### src/rtl/shift_engine_if.sv
// Request/result bundle for shift_engine: operand, mode, count and handshake.
// Flag outputs zf/vf exist only when SHIFT_ENGINE_FLAGS_EN is defined.
interface shift_engine_if #(
    parameter int WIDTH = 32,
    parameter int AMT_W = $clog2(WIDTH + 1)
);
    logic             start;
    logic [2:0]       mode;
    logic [AMT_W-1:0] amount;
    logic [WIDTH-1:0] pi;
    logic             si;
    logic             hold;
    logic [WIDTH-1:0] q;
    logic             so;
    logic             busy;
    logic             done;
`ifdef SHIFT_ENGINE_FLAGS_EN
    logic             zf;
    logic             vf;

    modport master (output start, mode, amount, pi, si, hold,
                    input  q, so, busy, done, zf, vf);
    modport slave  (input  start, mode, amount, pi, si, hold,
                    output q, so, busy, done, zf, vf);
`else
    modport master (output start, mode, amount, pi, si, hold,
                    input  q, so, busy, done);
    modport slave  (input  start, mode, amount, pi, si, hold,
                    output q, so, busy, done);
`endif
endinterface

### src/rtl/shift_engine.sv
// Multi-cycle shift/rotate engine: one single-bit step per clock, start/busy/done handshake.
// Optional zero/overflow flags are built when SHIFT_ENGINE_FLAGS_EN is defined.
module shift_engine #(
    parameter int WIDTH = 32,
    parameter int AMT_W = $clog2(WIDTH + 1)
) (
    input  logic           clk,
    input  logic           r,
    shift_engine_if.slave  bus
);
    typedef enum logic [1:0] {
        ST_IDLE  = 2'd0,
        ST_SHIFT = 2'd1,
        ST_DONE  = 2'd2
    } state_t;

    localparam logic [2:0] MODE_LSL = 3'b000;
    localparam logic [2:0] MODE_LSR = 3'b001;
    localparam logic [2:0] MODE_ASR = 3'b010;
    localparam logic [2:0] MODE_ROL = 3'b011;
    localparam logic [2:0] MODE_ROR = 3'b100;

    // Returns {so, q} after one step; unassigned modes leave both untouched.
    function automatic logic [WIDTH:0] step_f(input logic [WIDTH-1:0] q_in,
                                              input logic             so_in,
                                              input logic             fill,
                                              input logic [2:0]       m);
        logic [WIDTH:0] res;
        case (m)
            MODE_LSL: res = {q_in[WIDTH-1], q_in[WIDTH-2:0], fill};
            MODE_LSR: res = {q_in[0], fill, q_in[WIDTH-1:1]};
            MODE_ASR: res = {q_in[0], q_in[WIDTH-1], q_in[WIDTH-1:1]};
            MODE_ROL: res = {q_in[WIDTH-1], q_in[WIDTH-2:0], q_in[WIDTH-1]};
            MODE_ROR: res = {q_in[0], q_in[0], q_in[WIDTH-1:1]};
            default:  res = {so_in, q_in};
        endcase
        return res;
    endfunction

    state_t           state_r, state_s;
    logic [AMT_W-1:0] count_r, count_s;
    logic [2:0]       mode_r,  mode_s;
    logic [WIDTH-1:0] q_r,     q_s;
    logic             so_r,    so_s;
    logic             busy_r,  busy_s;
    logic             done_r,  done_s;
    logic [WIDTH:0]   step_s;

    assign step_s = step_f(q_r, so_r, bus.si, mode_r);

`ifdef SHIFT_ENGINE_FLAGS_EN
    logic zf_r, zf_s;
    logic vf_r, vf_s;
    logic lossy_s;

    // Only the non-rotating shifts can lose bits off the end.
    assign lossy_s = (mode_r == MODE_LSL) || (mode_r == MODE_LSR) || (mode_r == MODE_ASR);
`endif

    // Next-state, datapath step and output decode.
    always_comb begin
        state_s = state_r;
        count_s = count_r;
        mode_s  = mode_r;
        q_s     = q_r;
        so_s    = so_r;
`ifdef SHIFT_ENGINE_FLAGS_EN
        zf_s    = zf_r;
        vf_s    = vf_r;
`endif
        case (state_r)
            ST_IDLE: begin
                if (bus.start) begin
                    q_s     = bus.pi;
                    count_s = bus.amount;
                    mode_s  = bus.mode;
                    state_s = (bus.amount != '0) ? ST_SHIFT : ST_DONE;
`ifdef SHIFT_ENGINE_FLAGS_EN
                    vf_s    = 1'b0;
                    // A zero count goes straight to DONE, so the flag is decided here.
                    zf_s    = (bus.amount == '0) ? (bus.pi == '0) : 1'b0;
`endif
                end else begin
                    state_s = ST_IDLE;
                end
            end
            ST_SHIFT: begin
                if (bus.hold) begin
                    state_s = ST_SHIFT;
                end else begin
                    q_s     = step_s[WIDTH-1:0];
                    so_s    = step_s[WIDTH];
                    count_s = count_r - AMT_W'(1'b1);
`ifdef SHIFT_ENGINE_FLAGS_EN
                    if (lossy_s) begin
                        vf_s = vf_r | step_s[WIDTH];
                    end else begin
                        vf_s = vf_r;
                    end
`endif
                    if (count_r == AMT_W'(1'b1)) begin
                        state_s = ST_DONE;
`ifdef SHIFT_ENGINE_FLAGS_EN
                        zf_s    = (step_s[WIDTH-1:0] == '0);
`endif
                    end else begin
                        state_s = ST_SHIFT;
                    end
                end
            end
            ST_DONE: state_s = ST_IDLE;
            default: state_s = ST_IDLE;
        endcase
        busy_s = (state_s == ST_SHIFT);
        done_s = (state_s == ST_DONE);
    end

    // State and result registers.
    always_ff @(posedge clk or posedge r) begin
        if (r) begin
            state_r <= ST_IDLE;
            count_r <= '0;
            mode_r  <= 3'b000;
            q_r     <= '0;
            so_r    <= 1'b0;
            busy_r  <= 1'b0;
            done_r  <= 1'b0;
        end else begin
            state_r <= state_s;
            count_r <= count_s;
            mode_r  <= mode_s;
            q_r     <= q_s;
            so_r    <= so_s;
            busy_r  <= busy_s;
            done_r  <= done_s;
        end
    end

    assign bus.q    = q_r;
    assign bus.so   = so_r;
    assign bus.busy = busy_r;
    assign bus.done = done_r;

`ifdef SHIFT_ENGINE_FLAGS_EN
    // Flag registers.
    always_ff @(posedge clk or posedge r) begin
        if (r) begin
            zf_r <= 1'b0;
            vf_r <= 1'b0;
        end else begin
            zf_r <= zf_s;
            vf_r <= vf_s;
        end
    end

    assign bus.zf = zf_r;
    assign bus.vf = vf_r;
`endif
endmodule

### src/flat_wrapper.sv
// flat-port wrapper written by rule: the top's interface ports become plain ports
module shift_engine_flat 
#(
    parameter int WIDTH = 32,
    parameter int AMT_W = $clog2(WIDTH + 1)
)
  (clk, r, bus_start, bus_mode, bus_amount, bus_pi, bus_si, bus_hold, bus_q, bus_so, bus_busy, bus_done);
  shift_engine_if #(.WIDTH(WIDTH), .AMT_W(AMT_W)) bus_i ();
  input  logic clk;
  input  logic r;
  input wire logic [$bits(bus_i.start)-1:0] bus_start;
  input wire logic [$bits(bus_i.mode)-1:0] bus_mode;
  input wire logic [$bits(bus_i.amount)-1:0] bus_amount;
  input wire logic [$bits(bus_i.pi)-1:0] bus_pi;
  input wire logic [$bits(bus_i.si)-1:0] bus_si;
  input wire logic [$bits(bus_i.hold)-1:0] bus_hold;
  output wire logic [$bits(bus_i.q)-1:0] bus_q;
  output wire logic [$bits(bus_i.so)-1:0] bus_so;
  output wire logic [$bits(bus_i.busy)-1:0] bus_busy;
  output wire logic [$bits(bus_i.done)-1:0] bus_done;
  assign bus_i.start = bus_start;
  assign bus_i.mode = bus_mode;
  assign bus_i.amount = bus_amount;
  assign bus_i.pi = bus_pi;
  assign bus_i.si = bus_si;
  assign bus_i.hold = bus_hold;
  assign bus_q = bus_i.q;
  assign bus_so = bus_i.so;
  assign bus_busy = bus_i.busy;
  assign bus_done = bus_i.done;
  shift_engine #(.WIDTH(WIDTH), .AMT_W(AMT_W)) u_core (.clk(clk), .r(r), .bus(bus_i));
endmodule
### config.mk
export PLATFORM = sky130hd
export DESIGN_NAME = shift_engine_flat
export DESIGN_NICKNAME = d
export VERILOG_FILES = /design/src/rtl/shift_engine_if.sv /design/src/rtl/shift_engine.sv /design/src/flat_wrapper.sv
export SDC_FILE = /design/constraint.sdc
export NUM_CORES = 1
export LEC_CHECK = 0
export CELL_PAD_IN_SITES_DETAIL_PLACEMENT = 2
export CELL_PAD_IN_SITES_GLOBAL_PLACEMENT = 2
export CORE_MARGIN = 2
export CORE_UTILIZATION = 31
export DETAILED_ROUTE_END_ITERATION = 12
export PLACE_DENSITY = 0.84
export SYNTH_ARGS = -nofsm -noshare
export SYNTH_HDL_FRONTEND = slang
export SYNTH_SLANG_ARGS = --single-unit
export TNS_END_PERCENT = 30
### constraint.sdc
create_clock -name clk -period 4.86 [get_ports clk]
set_clock_uncertainty 0.05 [all_clocks]
set_input_delay 1.458 -clock clk [delete_from_list [all_inputs] [get_ports clk]]
set_output_delay 1.458 -clock clk [all_outputs]
set_load 0.03 [all_outputs]
Word level (Yosys, flattened, before mapping)
Index checks and enable logic that the tools add are counted.
- $add $sub $neg: 1
- eq/ne operators: 13
- mux-type cells: 12
- bitwise operators: 1
- reduce and logical (&&, ||, !) cells: 10
- operators with widths (operator ; count):
    33-bit case mux with 5 select lines ; 1
    32-bit two-way mux ; 2
    32-bit case mux with 2 select lines ; 1
    6-bit two-way mux ; 2
    6-bit case mux with 2 select lines ; 1
    2-bit two-way mux ; 4
    3-bit by 2-bit == test with 1-bit output, second input constant ; 2
    6-bit by 1-bit == test with 1-bit output, second input constant ; 1
    2-bit != test, second input constant ; 3
    6-bit != test, second input constant ; 1
    3-bit AND reduction ; 2
    6-bit nonzero test ; 1
    6-bit by 1-bit subtractor with 6-bit output, second input constant ; 1
    5-bit != test, second input constant ; 1
    5-bit AND reduction ; 1
    5-bit nonzero test ; 1
    2-bit by 1-bit == test with 1-bit output, second input constant ; 2
    2-bit case mux with 2 select lines ; 1
    4-bit AND reduction ; 1
    3-bit by 1-bit == test with 1-bit output, second input constant ; 1
    3-bit == test, second input constant ; 1
    3-bit logical NOT ; 1
    2-bit == test, second input constant ; 1
    2-bit logical NOT ; 1
    3 further kinds ; 3
- flip-flop bits (word level): 46
- input port bits: 46
- output and inout bits: 35
- word-level logic and storage cells: 45

Longest topological paths before layout
- depth in word-level cells: 5
- mapped depth: 6
- mapped depth without buffers: 5

Least setup slack after synthesis
No wires, ideal clock.
- path type: input to register
- from: in bus_hold
- to: reg u_core.q_r[10] (netlist: u_core.bus.q[10])
- setup time: 126 ps
- arrival time: 2477 ps
- data required time: 4684 ps
- setup slack: 2207 ps
- stages on the path: 5
- buffers on the path: 1
- cell sequence: and2b_1 o221a_2 clkbuf_1 and3_1 a221o_1
- cells in the longest elaborated chain, start to end: 2
- ends and longest elaborated chain (item ; RTL line ; text):
    start: declaration ; flat_wrapper.sv:16 ; input wire logic [$bits(bus_i.hold)-1:0] bus_hold;
    2-bit != test (no source line) ; n/a ;
    4-bit AND reduction (no source line) ; n/a ;
    end signal: assignment ; shift_engine.sv:132 ; q_r <= q_s;
    end: declaration ; shift_engine.sv:43 ; logic [WIDTH-1:0] q_r, q_s;
No other way between the ends.
A chain may end at the register's enable or synchronous reset.

Worst setup path after layout
- from: in bus_start
- to: reg u_core.q_r[30] (netlist: u_core.bus.q[30])
- cells in the longest elaborated chain, start to end: 2
- ends and longest elaborated chain (item ; RTL line ; text):
    start: declaration ; flat_wrapper.sv:11 ; input wire logic [$bits(bus_i.start)-1:0] bus_start;
    2-bit != test (no source line) ; n/a ;
    4-bit AND reduction (no source line) ; n/a ;
No other way between the ends.

==> flow_metrics.env <==
export IMPL_p_per_area_mw_per_mm2=711
export IMPL_antennaDiodeCount=0
export IMPL_hold_violations=0
export IMPL_cts_buffers=5
export IMPL_ys_flop_type="dfrtp_1"
export IMPL_drv_cap=0
export IMPL_final_core_util=0.437
export IMPL_ff_latch_area_mm2=0.00115
export IMPL_cp_max_fo=19
export IMPL_setup_violations=0
export IMPL_drv_slew=0
export IMPL_grt_max_degree=47
export IMPL_clockRootBuffer="clkbuf_8"
export IMPL_clockBufferDepth=2
export IMPL_syn_area_mm2=0.00264
export IMPL_synth_mux_area_frac=0.157
export IMPL_grt_busiest_layer="met2"
export IMPL_final_nets=362
export IMPL_synth_edf_count=0
export IMPL_dp_slack_ns=1.15
export IMPL_via_count=2325
export IMPL_ios=81
export IMPL_min_path_type="reg -> reg"
export IMPL_synth_warnings=0
export IMPL_max_slew_margin_rel=0.274
export IMPL_grtUsageMet3=0.0321
export IMPL_insertion_delay_ns=0.30
export IMPL_initial_core_util=0.321
export IMPL_synth_area_per_cell_um2=10.8
export IMPL_r2r_slack_ns=2.35
export IMPL_multi_input_area_mm2=0.00137
export IMPL_met1_usage=0.225
export IMPL_period_minus_slack_ns=3.38
export IMPL_reg2reg_to="u_core.bus.q[14]"
export IMPL_synth_xor_area_frac=0.00332
export IMPL_yosysSeqAreaShare=0.437
export IMPL_clock_sinks=46
export IMPL_worstRegToRegCells=4
export IMPL_dpl_cell_area_mm2=0.00350
export IMPL_routed_wl_um=8240
export IMPL_grt_ovfl_total=0
export IMPL_syn_nets=292
export IMPL_dieArea_mm2=0.00926
export IMPL_layout_drive_gt1_share=0.0730
export IMPL_outcome="completed"
export IMPL_cts_setup_buffers=0
export IMPL_antenna_found_initial=0
export IMPL_ctsHoldBuffers=0
export IMPL_critPathArrivalTime_ns=3.58
export IMPL_setup_worst_path_start_class="input port"
export IMPL_critical_path_endpoint_type="flop"
export IMPL_ir_worst_vdd_mv=0.384
export IMPL_synth_top_family_by_area="compound AO/OA/AOI/OAI gates"
export IMPL_tightest_slew_ns=1.08
export IMPL_yosysTopAreaCell="dfrtp_1"
export IMPL_htree_levels=2
export IMPL_hpwl_um=5760
export IMPL_critical_path_class="in -> reg"
export IMPL_fin_ws_ns=1.48
export IMPL_nFillCells=881
export IMPL_clk_pin_slew_ns=0.09
export IMPL_syn_inst=244
export IMPL_rows=33
export IMPL_gr_usage_all_layers=0.184
export IMPL_ys_types=44
export IMPL_rsz0062_at_grt="no"
export IMPL_core_mm2=0.00822
export IMPL_ant_nets=0
export IMPL_synthArstFlopShare=1.00
export IMPL_crit_end="u_core.bus.q[30]"
export IMPL_synth_compound_area_frac=0.206
export IMPL_globalRouteMet2Util=0.333
export IMPL_drt_initial_drc_count=94
export IMPL_place_congestion=0.830
export IMPL_cp_data_required_time_ns=5.05
export IMPL_tns_ns=0
export IMPL_synthTopCellsByArea="dfrtp_1, mux2_1, a221o_1"
export IMPL_final_area_mm2=0.00359
export IMPL_synth_common_cells="dfrtp_1, mux2_1, a221o_1, and3_1, clkbuf_1"
export IMPL_synth_seq_cells=46
export IMPL_post_route_drc_count=0
export IMPL_cts_tree="yes"
export IMPL_fin_crit_sh=0.696
export IMPL_grt_pass1_wl_um=13000
export IMPL_regToRegStartpoint="u_core.mode_r[0]"
export IMPL_synth_simple_gate_area_frac=0.140
export IMPL_leakage_nw=1.59
export IMPL_dieWidth_um=96.2
export IMPL_grt_pass1_vias=2468
export IMPL_cts_resized=0
export IMPL_synth_top_area_frac=0.437
export IMPL_die_y_um=96.2
export IMPL_synth_adder_area_share=0.00949
export IMPL_crit_start="bus_start"
export IMPL_wl_per_cell_um=19.6
export IMPL_portBuffers=80
export IMPL_area_growth_syn_to_layout_pct=36.1
export IMPL_synth_most_common_cell="dfrtp_1"
export IMPL_max_freq_mhz=295
export IMPL_dr_pass1_iters=4
export IMPL_vias_per_cell=5.54
[worst min-delay path by stage]
stage / startpoint / endpoint / slack [ns] / cells past startpoint
final: u_core.count_r[5] / u_core.count_r[5] / 0.46 / 1
after global routing: u_core.count_r[5] / u_core.count_r[5] / 0.50 / 1
after CTS: u_core.count_r[5] / u_core.count_r[5] / 0.46 / 1
after detailed placement: u_core.count_r[5] / u_core.count_r[5] / 0.43 / 1
after global placement: u_core.count_r[5] / u_core.count_r[5] / 0.43 / 1
after floorplan: u_core.count_r[5] / u_core.count_r[5] / 0.41 / 1
[where the power goes]
group          total [mW]  internal [mW]  switching [mW]  leakage (nW)
Combinational        1.56          0.706           0.853         0.962
Clock               0.242          0.101           0.140        0.0441
Sequential          0.752          0.547           0.204         0.580
[critical path, stage by stage]
cell and delay (ns):
clkdlybuf4s50_1 0.49, nor2b_1 0.30, o221ai_2 0.18, nor2_2 0.64
buf_4 0.33, a221o_1 0.17
[final cells by class]
cell class,instances,area share
Timing Repair Buffer,83,0.230
Clock buffer,5,0.0192
Sequential cell,46,0.321
Multi-Input combinational cell,172,0.382
Tap cell,105,0.0366
Clock inverter,3,0.00593
Inverter,6,0.00628
[registers in the layout, summed over array words and instances, names as in the netlist]
register and count:
u_core.bus.busy 1, u_core.bus.done 1, u_core.bus.q 32, u_core.bus.so 1, u_core.count_r 6, u_core.mode_r 3, u_core.state_r 2
[stage by stage]
step	std cells	power, mW	hold WS, ns
2_1_floorplan	244	1.83	0.408
5_1_grt	420	2.75	0.501
3_3_place_gp	412	2.25	0.430
4_1_cts	420	2.58	0.456
3_5_place_dp	412	2.33	0.433
6_report	420	2.55	0.458
[cells in the final DEF (no fill, tap or decap), types with 2 or more instances in the layout]
master / Yosys / layout
nand2_1: 8 / 8
nand2b_1: 2 / 2
buf_4: 1 / 3
clkdlybuf4s50_1: 0 / 80
dfrtp_1: 46 / 46
mux2_2: 4 / 4
nor2_1: 8 / 7
nor3_1: 3 / 3
o21ai_0: 11 / 11
o211ai_1: 3 / 3
inv_2: 1 / 2
nand3b_1: 2 / 2
o2bb2ai_1: 2 / 2
and3_1: 30 / 30
a21oi_1: 9 / 9
a221o_1: 30 / 30
nor2b_1: 2 / 2
ha_1: 2 / 2
inv_1: 5 / 4
mux2_1: 31 / 31
nand4_1: 2 / 2
o21ai_1: 2 / 2
clkbuf_8: 0 / 5
nor4_1: 2 / 2
mux2i_1: 2 / 2
[logic make-up after synthesis]
kind of cell,Yosys count
compound gates,67
xor+xnor,1
fa+ha+maj,2
buf+inv,26
flops,46
mux,37
simple gates,65
[layer usage]
metal / wire (µm) / vias to the layer above
met3: 319 / 4
met1: 3510 / 1178
met2: 4340 / 57
li1: - / 1086
met5: 0 / -
met4: 72 / 0
Power figures use the tool's default switching activity.
